<file path="config.mk">
export PLATFORM = sky130hd
export DESIGN_NAME = sound_latch_responder
export DESIGN_NICKNAME = d
export VERILOG_FILES = /design/src/rtl/sound_latch_responder.sv
export SDC_FILE = /design/constraint.sdc
export NUM_CORES = 1
export LEC_CHECK = 0
export BUFFER_PORTS_ARGS = -buffer_cell sky130_fd_sc_hd__buf_4
export CAP_MARGIN = 0
export CORE_ASPECT_RATIO = 0.9
export CORE_MARGIN = 2
export CORE_UTILIZATION = 46
export CTS_BUF_LIST = sky130_fd_sc_hd__clkbuf_16
export DETAILED_ROUTE_END_ITERATION = 6
export PLACE_DENSITY_LB_ADDON = 0.3
export SLEW_MARGIN = 5
export SYNTH_ARGS = -nofsm -noshare
export SYNTH_HDL_FRONTEND = slang
export SYNTH_SLANG_ARGS = --single-unit
</file>
<file path="constraint.sdc">
create_clock -name clk -period 1.73 [get_ports clk]
set_input_delay 0 -clock clk [delete_from_list [all_inputs] [get_ports clk]]
set_output_delay 0 -clock clk [all_outputs]
set_load 0.005 [all_outputs]
</file>
<file path="src/rtl/sound_latch_responder.sv">
// Z80-side responder for the 68k->Z80 sound command path, with the periodic Z80 interrupt.
// Define SOUND_LATCH_FIFO_EN to replace the single command latch with a FIFO_DEPTH-entry FIFO.
module sound_latch_responder #(
    parameter int IRQ_PERIOD = 24000,
    parameter int FIFO_DEPTH = 4
) (
    input  logic       clk,
    input  logic       reset,
    input  logic [7:0] m68k_din,
    input  logic       m68k_rw,
    input  logic       m68k_lds_n,
    input  logic       sound_latch_cs,
    input  logic       z80_latch_r_cs,
    input  logic       z80_latch_clr_cs,
    input  logic       z80_m1_n,
    input  logic       z80_iorq_n,
    output logic [7:0] z80_latch_dout,
    output logic       latch_pending,
    output logic       latch_full,
    output logic       z80_int_n
);

    localparam int CNT_W = $clog2(IRQ_PERIOD);
    localparam logic [CNT_W-1:0] TC_VAL = CNT_W'(IRQ_PERIOD - 1);

    typedef enum logic {IDLE, ASSERTED} irqState_t;

    irqState_t        r_state;
    irqState_t        w_nextState;
    logic [CNT_W-1:0] r_irqCnt;
    logic             r_wqPrev;
    logic             r_clrPrev;
    logic             r_ackPrev;
    logic             w_wq;
    logic             w_ackQual;
    logic             w_wrEvent;
    logic             w_clrEvent;
    logic             w_ackEvent;
    logic             w_tc;

    // A long strobe must yield exactly one write, so every event is a rising edge of its qualifier.
    assign w_wq       = sound_latch_cs & ~m68k_rw & ~m68k_lds_n;
    assign w_ackQual  = ~z80_m1_n & ~z80_iorq_n;
    assign w_wrEvent  = w_wq & ~r_wqPrev;
    assign w_clrEvent = z80_latch_clr_cs & ~r_clrPrev;
    assign w_ackEvent = w_ackQual & ~r_ackPrev;
    assign w_tc       = (r_irqCnt == TC_VAL);

    always_ff @(posedge clk or posedge reset) begin
        if (reset) begin
            r_wqPrev  <= 1'b0;
            r_clrPrev <= 1'b0;
            r_ackPrev <= 1'b0;
        end else begin
            r_wqPrev  <= w_wq;
            r_clrPrev <= z80_latch_clr_cs;
            r_ackPrev <= w_ackQual;
        end
    end

    always_ff @(posedge clk or posedge reset) begin
        if (reset) begin
            r_irqCnt <= '0;
            r_state  <= IDLE;
        end else begin
            r_irqCnt <= w_tc ? '0 : r_irqCnt + 1'b1;
            r_state  <= w_nextState;
        end
    end

    // Terminal count outranks an acknowledge landing in the same cycle.
    always_comb begin
        w_nextState = r_state;
        if (w_tc) begin
            w_nextState = ASSERTED;
        end else if (r_state == ASSERTED && w_ackEvent) begin
            w_nextState = IDLE;
        end
    end

    assign z80_int_n = (r_state != ASSERTED);

`ifdef SOUND_LATCH_FIFO_EN

    localparam int PTR_W  = (FIFO_DEPTH > 1) ? $clog2(FIFO_DEPTH) : 1;
    localparam int FCNT_W = $clog2(FIFO_DEPTH + 1);
    localparam logic [FCNT_W-1:0] DEPTH_C = FCNT_W'(FIFO_DEPTH);

    logic [7:0]        r_mem [FIFO_DEPTH];
    logic [PTR_W-1:0]  r_rdPtr;
    logic [PTR_W-1:0]  r_wrPtr;
    logic [FCNT_W-1:0] r_count;
    logic              r_rdPrev;
    logic              w_pop;
    logic              w_push;
    logic [PTR_W-1:0]  w_wrIdx;

    // Pops happen when the Z80 read ends; a clear flushes first so a coinciding push lands in slot 0.
    assign w_pop   = r_rdPrev & ~z80_latch_r_cs & (r_count != '0);
    assign w_push  = w_wrEvent & (w_clrEvent | (r_count != DEPTH_C) | w_pop);
    assign w_wrIdx = w_clrEvent ? '0 : r_wrPtr;

    always_ff @(posedge clk) begin
        if (w_push) begin
            r_mem[w_wrIdx] <= m68k_din;
        end
    end

    always_ff @(posedge clk or posedge reset) begin
        if (reset) begin
            r_rdPtr  <= '0;
            r_wrPtr  <= '0;
            r_count  <= '0;
            r_rdPrev <= 1'b0;
        end else begin
            r_rdPrev <= z80_latch_r_cs;
            if (w_clrEvent) begin
                r_rdPtr <= '0;
                r_wrPtr <= w_push ? PTR_W'(1) : '0;
                r_count <= w_push ? FCNT_W'(1) : '0;
            end else begin
                if (w_push) begin
                    r_wrPtr <= r_wrPtr + 1'b1;
                end
                if (w_pop) begin
                    r_rdPtr <= r_rdPtr + 1'b1;
                end
                case ({w_push, w_pop})
                    2'b10:   r_count <= r_count + 1'b1;
                    2'b01:   r_count <= r_count - 1'b1;
                    default: r_count <= r_count;
                endcase
            end
        end
    end

    assign z80_latch_dout = (r_count != '0) ? r_mem[r_rdPtr] : 8'h00;
    assign latch_pending  = (r_count != '0);
    assign latch_full     = (r_count == DEPTH_C);

`else

    logic [7:0]  r_latch;
    logic        r_pending;
    logic        w_unusedRd;
    logic [31:0] w_unusedDepth;

    // Reads are non-destructive here; the read select and FIFO depth only matter in FIFO builds.
    assign w_unusedRd    = z80_latch_r_cs;
    assign w_unusedDepth = 32'(FIFO_DEPTH);

    always_ff @(posedge clk or posedge reset) begin
        if (reset) begin
            r_latch   <= 8'h00;
            r_pending <= 1'b0;
        end else if (w_wrEvent) begin
            r_latch   <= m68k_din;
            r_pending <= 1'b1;
        end else if (w_clrEvent) begin
            r_latch   <= 8'h00;
            r_pending <= 1'b0;
        end
    end

    assign z80_latch_dout = r_latch;
    assign latch_pending  = r_pending;
    assign latch_full     = r_pending;

`endif

endmodule

</file>
==> results of run 1 <==
## layer usage
metal / global-route usage (%) / vias to the layer above
li1: - / 520
met1: 23.7 / 530
met2: 31.1 / 29
met3: 3.37 / 4
met4: 9.85 / 0
met5: 0 / -
## kinds of logic (layout without fill, tap and decap cells)
group                    after synthesis  count (layout)  share of synthesized area [%]
AO/OA/AOI/OAI                         13              13                           6.13
XOR/XNOR                              10              10                           6.92
adder cells (fa/ha/maj)                1               1                          0.988
buffers and inverters                  8              54                           2.67
flip-flops                            28              28                           55.3
multiplexers                           2               2                           1.58
AND/OR/NAND/NOR                       62              62                           26.4
## power by group through the flow
| stage | clock network (uW) | logic (uW) | registers [uW] |
|---|---|---|---|
| floorplan | 0 | 36.9 | 702 |
| global placement | 0 | 104 | 700 |
| detailed placement | 0 | 107 | 701 |
| CTS | 689 | 131 | 689 |
| global route | 712 | 143 | 692 |
| finish | 674 | 131 | 690 |
## worst paths after layout
path / start / to / slack (ps) / cells after the start
max: r_irqCnt[13]$_DFF_PP0_ / r_irqCnt[11]$_DFF_PP0_ / 120 / 4
min in group asynchronous: reset / z80_latch_dout[5]$_DFFE_PP0P_ / 290 / 3
max in group asynchronous: reset / r_irqCnt[10]$_DFF_PP0_ / 850 / 4
min reg2reg: r_ackPrev$_DFF_PP0_ / r_state$_DFFE_PP0P_ / 500 / 2
max reg2reg: r_irqCnt[13]$_DFF_PP0_ / r_irqCnt[11]$_DFF_PP0_ / 120 / 4
min: z80_iorq_n / r_state$_DFFE_PP0P_ / 0.9 / 3
## state kept, by name (all words and copies together) (netlist names)
register and flops:
latch_full 1, r_ackPrev 1, r_clrPrev 1, r_irqCnt 15, r_state 1, r_wqPrev 1
z80_latch_dout 8
## repair_timing
action | 4_1_cts | 5_1_grt
resized for setup | 0 | 1
hold buffers | 14 | 0
setup endpoints to repair | 0 | 3
endpoints found under the hold margin | 22 | 0
## final cells by class
class	instances	area (sq um)	share of cell area [%]
timing repair buffer	48	395	22.1
sequential	28	701	39.2
tap	30	37.5	2.10
clock buffer	3	75.1	4.20
inverter	2	7.51	0.420
multi-input combinational	88	541	30.3
clock inverter	1	30.0	1.68
## metrics by stage
stage,worst slack (ps),utilization [%],cell area [sq um]
CTS,46.1,66.3,1780
detailed placement,78.8,57.2,1530
global placement,96.0,57.2,1530
floorplan,98.2,-,1270
global route,39.5,66.7,1790
finish,122,66.7,1790
## cells in the mapped netlist, drive strengths merged
| master | instances | area (sq um) |
|---|---|---|
| o21bai | 1 | 7.51 |
| nor4 | 2 | 33.8 |
| and2b | 1 | 7.51 |
| a21o | 1 | 7.51 |
| mux2i | 2 | 20.0 |
| and4 | 2 | 17.5 |
| o22a | 1 | 8.76 |
| nor3 | 2 | 10.0 |
| nand4 | 7 | 43.8 |
| or4b | 1 | 13.8 |
| a21oi | 1 | 5.00 |
| o41ai | 1 | 8.76 |
| nand3 | 5 | 25.0 |
| nor2b | 1 | 6.26 |
| nor4bb | 1 | 10.0 |
| nor2 | 12 | 45.0 |
| o21ai | 8 | 40.0 |
| ha | 1 | 12.5 |
| inv | 2 | 7.51 |
| xnor2 | 3 | 26.3 |
| nand2 | 22 | 82.6 |
| dfrtp | 28 | 701 |
| xor2 | 7 | 61.3 |
| and2 | 1 | 6.26 |
| nor3b | 1 | 7.51 |
| buf | 2 | 11.3 |
| nand2b | 1 | 6.26 |
| and3 | 3 | 18.8 |
| clkbuf | 4 | 15.0 |
## worst register-to-register path: cells and delay by family (launching register included)
kind               cells  cell delay, ps
DFF                    1             420
AOI/OAI and AO/OA      1             200
and+or+nand+nor        3             870
==> reports/metrics.cfg, run 1 <==
[synth]
yosys_warnings=0
syn_area_per_cell_sq_um=10.2
yosysSeqAreaShare_pct=55.3
synthCells=124
syn_area_sq_um=1270
ys_seq_elements=28
synthDistinctLibCells=31
syn_nets=142

[timing]
min_period_over_period_pct=92.9
fin_crit_ps=1610
tns_ps=0
relSlewSlack_pct=70.3
finalHoldViolations=0
worst_hold_slack_ps=0.880
drv_slew=0
final-setup-viol-count=0
rsz0062_at_grt=no
worst_clock_skew_ps=1.92
fmaxAchievable_ghz=0.622
tightestPinTransition_ps=446

[clock_tree]
clockRootBuffer=clkbuf_16
clkTransAtPathRegs_ps=60
cts_setup_buffers=0
cts_tree=built
clk_latency_ps=260
cts_buffer_depth=2
cts_max_level=1
cts_buffers=3
numClockSinks=28

[status]
status=finished clean

[finish]
final_common_cell=buf_4
layoutNonFillerInstCount=200
fillers=206
finalNetCount=189
final_cell_mix=buf_4, dfrtp_1, nand2_1
area_delta_synth_final_pct=41.1
antennaDiodeCount=0
final_layout_size_suffix_gt1_share_pct=24.1

[power]
comb_power_share_pct=8.8
clkPwrFrac_pct=45.1
peakVddDrop_uv=487
power_frac_seq_pct=46.1
power.internal_uw=1220
swShare_pct=18.6
p_per_area_nw_per_um2=837
p_sw_uw=278
total_leakage_power_uw=0.000867
power.total_uw=1500

[global_route]
grt_pass1_wl_um=4440
grt_max_degree=18
overflow=0
grt_usage_pct=18.9
first_global_vias=971
antenna_found_initial=0

[setup_path]
cp_cell_sequence=or4b_4 > nor4_4 > nor2_1 > o22a_1
cp-start-kind=register
critPathArrivalTime_ps=1760
slowest_stage=or4b_4
cp_slowest_stage_delay_ps=550
cp.required_ps=1880
cpLargestDelayFamily=simple AND/OR/NAND/NOR gates
critPathBufInv=0
cp-end-kind=register
criticalPathCategory=reg2reg
cp_max_fo=5

[floorplan]
die_x_um=59.3
start_util_pct=47.2
die-height_um=53.8
coreArea_sq_um=2680
fp-row-count=18
ios=28
die-area_sq_um=3190

[hold_path]
min_path_type=in2reg

[route]
routed_wl_um=2830
first_iter_violations=15
drtAntennaViolNets=0
wl_met2_um=1450
num_vias=1083
met3_length_um=84
dr.max_layer_used=met4
route.detailed.drc=0
vias_per_cell=5.42
first_pass_iters=4
drt-wirelength-per-cell_um=14.1
wl_met1_um=1260

[placement]
routabilityCongestion=0.854
portBuffers=26
hpwl_um=1820
placed_cells=182

[run]
cap_viol_max_count=0

No activity file was read; power rests on OpenSTA's default activity.
==> run 2, diff against run 1 <==
Settings changed: CORE_MARGIN 2 to unset.
==> run 2 against run 1 <==
Compared with the run above:
- the run now ends with DRC left
- sequential share of layout area rose by 0.84 points
- worst setup slack worse by 30 ps
- fmax decreased by 1.9%
- core utilization rose by 2.4 points
- register-to-register slack worse by 30 ps
- non-clock buffer count stayed put
- critical endpoint unchanged
- largest cell class unchanged
==> reports/metrics.cfg, run 2 (synthesis gave the netlist of run 1 again) <==
[setup_path]
regToRegSetupSlack_ps=90
criticalPathCategory=reg2reg
critPathBufInv=0
slowest_stage=or4b_4
cp.required_ps=1880
cp-end-kind=register
critPathArrivalTime_ps=1790
crit_start=r_irqCnt[13]$_DFF_PP0_
crit_cells=4
cp_max_fo=5
cp_slowest_stage_delay_ps=540
cp-start-kind=register
cpLargestDelayFamily=simple AND/OR/NAND/NOR gates
r2r_end=r_irqCnt[11]$_DFF_PP0_
crit_path_end=r_irqCnt[11]$_DFF_PP0_
reg2regPathDepth=4
cp_cell_sequence=or4b_4 > nor4_4 > nor2_1 > o22a_1
r2r_start=r_irqCnt[13]$_DFF_PP0_

[route]
route.detailed.drc=2
vias_per_cell=5.43
num_vias=1075
drt-wirelength-per-cell_um=14.5
first_pass_iters=6
drtAntennaViolNets=0
routed_wl_um=2870
first_iter_violations=36

[finish]
final_common_cell=buf_4
largest_reg_flops=15
final_area_sq_um=1750
largest_register=r_irqCnt
finalNetCount=189
final_layout_size_suffix_gt1_share_pct=23.5
area_delta_synth_final_pct=38.1
final_cell_mix=buf_4, dfrtp_1, nand2_1
antennaDiodeCount=0

[placement]
routabilityCongestion=0.861
dpl-instance-area_sq_um=1530
hpwl_um=1880
portBuffers=26

[hold_path]
worstHoldStart=z80_iorq_n
min_path_type=in2reg
whs_path_depth=3

[floorplan]
die-height_um=51.8
fp-row-count=17
start_util_pct=50.0
die-area_sq_um=2970
coreArea_sq_um=2530
ios=28
die_x_um=57.3

[timing]
relSlewSlack_pct=74.6
fmaxAchievable_ghz=0.610
min_period_over_period_pct=94.7
final-setup-viol-count=0
finalHoldViolations=0
tns_ps=0
drv_slew=0
rsz0062_at_grt=no
fin_crit_ps=1640
tightestPinTransition_ps=378
worst_clock_skew_ps=4.66

[status]
violations=DRC
status=finished with violations

[clock_tree]
cts_setup_buffers=0
numClockSinks=28
cts_buffers=3
clkTransAtPathRegs_ps=70
clockRootBuffer=clkbuf_16
cts_buffer_depth=2
cts_tree=built
cts_max_level=1
clk_latency_ps=260
post_cts_resized=0

[global_route]
grt_max_degree=21
grt_usage_pct=21.3
grt_pass1_wl_um=4620
first_global_vias=1064
antenna_found_initial=0
overflow=0

[power]
peakVddDrop_uv=760
p_per_area_nw_per_um2=766
total_leakage_power_uw=0.000837

[run]
cap_viol_max_count=0

-- run 2: cell types whose count changed in the layout (fill, tap and decap cells not counted), sizes merged --
| cell | change |
|---|---|
| bufinv | -1 |
| clkinv | +1 |
-- run 2: metal layers --
layer / GRT usage, % / routed length, um / vias up
met3: 5.47 / 157 / 4
met1: 24.0 / 1170 / 515
met4: 8.94 / 35 / 0
li1: - / - / 515
met5: 0 / 0 / -
met2: 38.6 / 1510 / 41
-- run 2: where the power goes --
group | internal [uW] | leakage (uW) | switching (uW) | total [uW]
logic | 80.3 | 0.000432 | 52.5 | 133
registers | 677 | 0.000366 | 12.2 | 689
clock network | 310 | 0.0000385 | 209 | 519
total | 1070 | 0.000837 | 274 | 1340
-- run 2: worst min-delay path, delay by kind of cell --
family          cells  cell delay, ps
compound gates      1             110
simple gates        1              40
buf+inv             1              80
-- run 2: layout make-up --
type | count | area [sq um]
fill | 191 | 782
sequential | 28 | 701
multi-input combinational | 88 | 532
timing repair buffer | 48 | 395
clock buffer | 3 | 75.1
tap | 28 | 35.0
inverter | 2 | 7.51
clock inverter | 1 | 3.75
-- run 2: timing repair --
action	4_1_cts	5_1_grt
setup endpoints to repair	0	1
endpoints found under the hold margin	19	0
hold buffers	14	0
-- run 2: worst min path at each step --
stage,end,slack [ps]
after floorplan,r_clrPrev$_DFF_PP0_,30
after global placement,r_ackPrev$_DFF_PP0_,-40
after detailed placement,r_state$_DFFE_PP0P_,-20
after CTS,r_state$_DFFE_PP0P_,10
after global routing,r_state$_DFFE_PP0P_,30
final,r_state$_DFFE_PP0P_,5
-- run 2: through the flow --
stage | util, % | instances | worst slack, ps | total power [uW] | hold slack (ps)
after floorplan | - | 124 | 98.2 | 739 | 31.4
after detailed placement | 60.5 | 180 | 32.4 | 808 | -23.8
final | 69.1 | 198 | 91.9 | 1340 | 4.81
after CTS | 69.1 | 198 | 10.6 | 1350 | 10.0
after global routing | 69.1 | 198 | 15.1 | 1380 | 27.3
after global placement | 60.5 | 180 | 93.1 | 804 | -36.1
